[src/rtl/pipe_parity_check.sv]
// Receive-side parity checker: recomputes parity of {din_par, din} through a pipelined
// 6-input XOR tree, forwards the delayed word, and flags, counts and latches mismatches.
module pipe_parity_check #(
  parameter int WIDTH   = 100,
  parameter bit ODD_PAR = 1'b0,
  parameter int CNT_W   = 16
) (
  input  logic             clk,
  input  logic             rst_n,
  input  logic             din_valid,
  input  logic [WIDTH-1:0] din,
  input  logic             din_par,
  input  logic             clr,
  output logic             dout_valid,
  output logic [WIDTH-1:0] dout,
  output logic             par_err,
  output logic [CNT_W-1:0] err_cnt,
  output logic             err_sticky
);

  localparam int N       = WIDTH + 1;
  localparam int LATENCY = (N <= 6) ? 1 : (N <= 36) ? 2 : (N <= 216) ? 3 : 4;

  // Streaming input with no backpressure: din_valid alone qualifies a word, and every
  // sampled word leaves exactly LATENCY cycles later with dout_valid set.

  // One tree level: bit i of the input folds into bit i/6 of the result, so each
  // output bit is the XOR of a group of at most six input bits.
  function automatic logic [N-1:0] xor6(input logic [N-1:0] v);
    logic [N-1:0] r;
    r = '0;
    for (int i = 0; i < N; i++) begin
      r[i/6] = r[i/6] ^ v[i];
    end
    return r;
  endfunction

  logic [N-1:0]       tree_q  [LATENCY];
  logic [WIDTH-1:0]   data_q  [LATENCY];
  logic [LATENCY-1:0] valid_q;

  always_ff @(posedge clk or negedge rst_n) begin
    if (!rst_n) begin
      for (int s = 0; s < LATENCY; s++) begin
        tree_q[s] <= '0;
        data_q[s] <= '0;
      end
      valid_q <= '0;
    end else begin
      tree_q[0]  <= xor6({din_par, din});
      data_q[0]  <= din;
      valid_q[0] <= din_valid;
      for (int s = 1; s < LATENCY; s++) begin
        tree_q[s]  <= xor6(tree_q[s-1]);
        data_q[s]  <= data_q[s-1];
        valid_q[s] <= valid_q[s-1];
      end
    end
  end

  // Outputs come straight from the last register stage; the final level has reduced
  // the word to a single parity bit in position 0.
  assign dout_valid = valid_q[LATENCY-1];
  assign dout       = data_q[LATENCY-1];
  assign par_err    = valid_q[LATENCY-1] & (tree_q[LATENCY-1][0] ^ ODD_PAR);

  // clr takes priority over a coincident error, which is then not counted.
  always_ff @(posedge clk or negedge rst_n) begin
    if (!rst_n) begin
      err_cnt    <= '0;
      err_sticky <= 1'b0;
    end else if (clr) begin
      err_cnt    <= '0;
      err_sticky <= 1'b0;
    end else if (par_err) begin
      err_sticky <= 1'b1;
      if (err_cnt != {CNT_W{1'b1}}) begin
        err_cnt <= err_cnt + CNT_W'(1);
      end
    end
  end

endmodule

[config.mk]
export PLATFORM = sky130hd
export DESIGN_NAME = pipe_parity_check
export DESIGN_NICKNAME = d
export VERILOG_FILES = /design/src/rtl/pipe_parity_check.sv
export SDC_FILE = /design/constraint.sdc
export NUM_CORES = 1
export LEC_CHECK = 0
export CORE_MARGIN = 2
export CORE_UTILIZATION = 38
export CTS_BUF_LIST = sky130_fd_sc_hd__clkbuf_8
export DETAILED_ROUTE_END_ITERATION = 8
export GPL_TIMING_DRIVEN = 0
export HOLD_SLACK_MARGIN = 0.03
export PLACE_DENSITY = 0.69
export SETUP_SLACK_MARGIN = 0.2
export SLEW_MARGIN = 20
export SYNTH_ARGS = -nofsm -noshare
export SYNTH_HDL_FRONTEND = slang
export SYNTH_SLANG_ARGS = --single-unit
[constraint.sdc]
create_clock -name clk -period 1.8 [get_ports clk]
set_input_delay 0.18 -clock clk [delete_from_list [all_inputs] [get_ports clk]]
set_output_delay 0.18 -clock clk [all_outputs]
set_load 0.1 [all_outputs]
== Word-level counts from Yosys, hierarchy flattened ==
Index checks and enable logic that the tools add are counted.
Storage, ports and cells
  word-level logic and storage cells: 120
  output and inout port bits: 119
  bits in registers: 341
Cells by class
  equal/unequal tests: 1
  reduce and logical (&&, ||, !) cells: 3
  bitwise gates (word level): 101
  add/sub/neg operators: 1
  mux-type cells: 5
Operators by type and width (count)
  XOR 1 bit: 100
  2-to-1 mux 16 bit: 3
  adder 16 x 1 -> 16 bit, second input constant: 1
  != test 16 bit, second input constant: 1
  nonzero test 2 bit: 2
  2-to-1 mux 1 bit: 2
  AND reduction 2 bit: 1
  AND 1 bit: 1

== Logic depth before layout (Yosys ltp) ==
  word-level depth: 5
  gate-level depth with buffers: 5
  depth with buffers taken out: 5

== Least setup slack after synthesis ==
No wires, ideal clock.
  path type: register -> register
  start point: register valid_q[2]
  end point: register err_cnt[15]
  arrival time: 3215 ps
  path slack: -1540 ps
  stages on the path, launching flop included: 6
  buffers on the path: 1
  cell sequence: dfrtp_1 -> and2_1 -> clkbuf_1 -> nand4_1 -> nor4b_1 -> mux2_2
Between the ends
  longest elaborated chain between the ends: 3
RTL lines
  from (decl): RTL line 40  | logic [LATENCY-1:0] valid_q;
  from (signal, indexed assignment): RTL line 56  | valid_q[s] <= valid_q[s-1];
  AND 1 bit: RTL line 65  | assign par_err = valid_q[LATENCY-1] & (tree_q[LATENCY-1][0] ^ ODD_PAR);
  via par_err: RTL line 16  | output logic par_err,
  nonzero test 2 bit (no source line)
  AND reduction 2 bit (no source line)
  to (signal assigned): RTL line 78  | err_cnt <= err_cnt + CNT_W'(1);
  to (decl): RTL line 17  | output logic [CNT_W-1:0] err_cnt,
The timed path passes the listed nets, and every way through them passes these cells.
A chain may end at the register's enable or synchronous reset.

== Worst setup path in the final report ==
  start point: register valid_q[2]
  end point: register err_cnt[15]
Between the ends
  longest elaborated chain between the ends: 3
RTL lines (RTL line)
  AND 1 bit: 65
  nonzero test 2 bit (no source line)
  AND reduction 2 bit (no source line)
No other way between the ends.

==> impl_metrics.py <==
metrics = {
    "critical_path": {
        "cp_cell_sequence": "and2_4 > clkbuf_16 > nand4_1 > buf_6 > buf_4 > nor4b_4 > mux2_4",
        "start_kind": "flop",
        "r2r-start": "valid_q[2]",
        "r2r-end": "err_cnt[15]",
        "crit_path_top_delay_cell": "sky130_fd_sc_hd__dfrtp_4",
        "path_max_fanout": 6,
        "critical_path_class": "reg -> reg",
        "timing.reg2reg.worst_path_depth": 7,
        "worstPathRequired_ps": 2260,
        "cp_slowest_stage_delay_ps": 410,
        "critPathCaptureType": "flop",
        "critPathArrivalTime_ps": 2190,
        "register_to_register_setup_slack_ps": 60,
    },
    "global_route": {
        "groute.layer.met2.usage_pct": 23.0,
        "grt_use_met1_pct": 14.8,
        "grt_util_met3_pct": 4.23,
        "pin_count_of_the_biggest_net_entering_global_routing": 98,
        "globalRouteTotalUtil_pct": 13.2,
        "grt_antenna_before_repair": 0,
        "layer_carrying_the_most_global_route_usage": "met2",
        "vias_in_the_first_global_route": 5917,
        "first_pass_grt_wire_length_um": 30100,
        "gr-total-overflow": 0,
    },
    "sta": {
        "hold_viol_final": 0,
        "max_clock_freq_mhz": 576,
        "fin_skew_ps": 16.0,
        "maxSlewViolCount": 0,
        "timing_worst_slew_pin_value_ps": 577,
        "relSlewSlack_pct": 61.5,
        "post_route_setup_slack_ps": 64.5,
        "period_minus_slack_ps": 1740,
        "final.period_utilization_pct": 96.4,
        "setup_viol": 0,
        "worst_hold_slack_ps": 101,
        "grt_setup_unrepaired": "yes",
    },
    "cts": {
        "buffer_type_at_the_clock_tree_root": "sky130_fd_sc_hd__clkbuf_8",
        "cts-buffers-inserted": 54,
        "cts-root-to-sink-buffers": 3,
        "worst_skew_pair.late_latency_ps": 570,
        "path_clk_slew_ps": 70,
        "numClockSinks": 341,
        "cts_tree": "done",
        "htree_depth": 2,
    },
    "layout": {
        "area_growth_syn_to_layout_pct": 39.5,
        "drive_gt1_share_pct": 38.4,
        "final_cell_count_no_fill": 1352,
        "fin_nets": 1039,
    },
    "floorplanning": {
        "fp-row-count": 61,
        "die_x_um": 172,
        "coreArea_um2": 27800,
        "height_of_the_die_um": 172,
        "boundaryPins": 224,
        "die_area_um2": 29500,
        "initial_core_util_pct": 38.5,
    },
    "detailed_routing": {
        "vias": 5546,
        "routed_via_density": 4.10,
        "ant_nets": 0,
        "detail_route.drc_violations": 0,
        "route.final.wire_length_um": 19300,
        "detailedRoute.firstPassIterationCount": 4,
        "wire_per_inst_um": 14.3,
        "drt_iter0_drc": 326,
    },
    "status": {
        "status": "complete, no violations",
    },
    "synthesis": {
        "postSynthCellCount": 626,
        "part_of_the_yosys_area_used_for_sequential_elements_pct": 79.8,
        "avgSynthCellArea_um2": 17.1,
        "synth_fp_nets": 732,
        "yosysTopAreaCell": "sky130_fd_sc_hd__dfrtp_1",
        "netlist-cell-type-count": 34,
        "synthFlopType": "sky130_fd_sc_hd__dfrtp_1",
        "yosys_warnings": 0,
        "post_synth_most_frequent_cells": "sky130_fd_sc_hd__dfrtp_1, sky130_fd_sc_hd__buf_4, sky130_fd_sc_hd__xnor2_1, sky130_fd_sc_hd__xor2_1, sky130_fd_sc_hd__nor2_1",
        "synth_async_sr_flop_share_pct": 100,
        "synth_enable_flop_cells": 0,
        "synth.area.top_cells": "sky130_fd_sc_hd__dfrtp_1, sky130_fd_sc_hd__buf_4, sky130_fd_sc_hd__xnor2_1, sky130_fd_sc_hd__xor2_1, sky130_fd_sc_hd__mux2_2",
        "postSynthRegisterBits": 341,
        "synthMostInstantiatedCell": "sky130_fd_sc_hd__dfrtp_1",
        "syn_area_um2": 10700,
        "yosys.area.top_type_share_pct": 79.8,
    },
    "power": {
        "cellLeakagePower_nw": 6.76,
        "worst_vdd_rail_ir_drop_uv": 675,
        "power.density_cell_area_nw_per_um2": 1190,
    },
    "hold_path": {
        "worstHoldPathCells": 1,
        "timing.hold.worst.start": "din[13]",
        "timing.hold.worst_endpoint": "data_q[213]",
        "worst_min_delay_path_class": "in -> reg",
    },
    "flow_run": {
        "cap_violations": 0,
    },
    "placed_design": {
        "finalWeightedCongestion": 0.817,
        "port_buffers": 223,
        "dp_cells": 1230,
        "post-place-ws_ps": -372,
        "dpl.hpwl_um": 12700,
    },
}
[placed cells by master (no fill, tap or decap), drive strengths merged, types with 4 or more instances in the layout]
master / synthesis / final
inv: 4 / 26
mux2: 7 / 7
clkdlybuf4s50: 0 / 103
a21oi: 8 / 8
nand4: 5 / 5
buf: 102 / 248
clkinv: 0 / 4
xnor2: 82 / 82
nand2: 5 / 5
clkbuf: 2 / 67
nor2b: 6 / 6
nand3: 4 / 4
or4: 4 / 4
nor2: 13 / 13
xor2: 18 / 18
dfrtp: 341 / 341
[registers in the layout, indices dropped and copies added, names as in the netlist]
name        cells
data_q        200
dout          100
tree_q         21
err_cnt        16
valid_q         3
err_sticky      1
[through the flow]
| step | util (%) | instance area [µm²] | TNS (ps) | power, mW |
|---|---|---|---|---|
| floorplan | - | 10900 | -1650 | 10.4 |
| global placement | 48.8 | 13600 | -4525850 | 11.3 |
| detailed placement | 49.2 | 13700 | -1880 | 11.3 |
| CTS | 53.2 | 14800 | 0 | 17.9 |
| global route | 53.7 | 14900 | -1.77 | 18.5 |
| finish | 53.7 | 14900 | 0 | 17.7 |
[routing by layer]
layer,wire (µm),up-vias
met2,10400,172
met4,621,0
li1,-,2518
met5,0,-
met1,7060,2804
met3,1300,52
[report_power, final]
| group | total (mW) | internal, mW | switching, mW |
|---|---|---|---|
| Clock | 6.48 | 3.66 | 2.82 |
| Sequential | 8.40 | 8.21 | 0.190 |
| Combinational | 2.80 | 1.06 | 1.74 |
| Total | 17.7 | 12.9 | 4.76 |
[logic make-up after synthesis]
kind of cell | synth area share [%]
muxes | 0.831
and+or+nand+nor | 2.52
buffers and inverters | 7.37
DFF | 79.8
xor gates and xnor gates | 8.19
adders and majority gates | 0.117
AOI/OAI and AO/OA | 1.20
[what timing repair did]
action,in CTS,in global routing
pin swaps,13,7
hold buffers,1,0
endpoints found under the setup margin,131,119
resized for setup,738,34
hold endpoints to repair,89,0
setup buffers,21,3
[critical path: cells and delay by family (launching register included)]
| family | cells | cell delay [ps] |
|---|---|---|
| buf+inv | 3 | 430 |
| simple gates | 3 | 480 |
| flops | 1 | 410 |
| mux | 1 | 320 |
[worst max path at each step]
stage,from,endpoint
final,valid_q[2],err_cnt[15]
after detailed placement,clr,err_cnt[8]
after CTS,valid_q[2],err_cnt[9]
after floorplan,valid_q[2],err_cnt[13]
after global routing,valid_q[2],err_cnt[15]
after global placement,rst_n,err_cnt[15]
[cell type report]
class                   count  area [µm²]
diodes                      1        2.50
plain buffers             104         796
clock buffers              64         881
clock inverters            32         223
fillers                  2316       12900
inverters                   4        15.0
multi-input cells         177        1600
flip-flops and latches    341        8590
well taps                 378         473
repair buffers            251        2340
(Power assumes the default switching activity.)
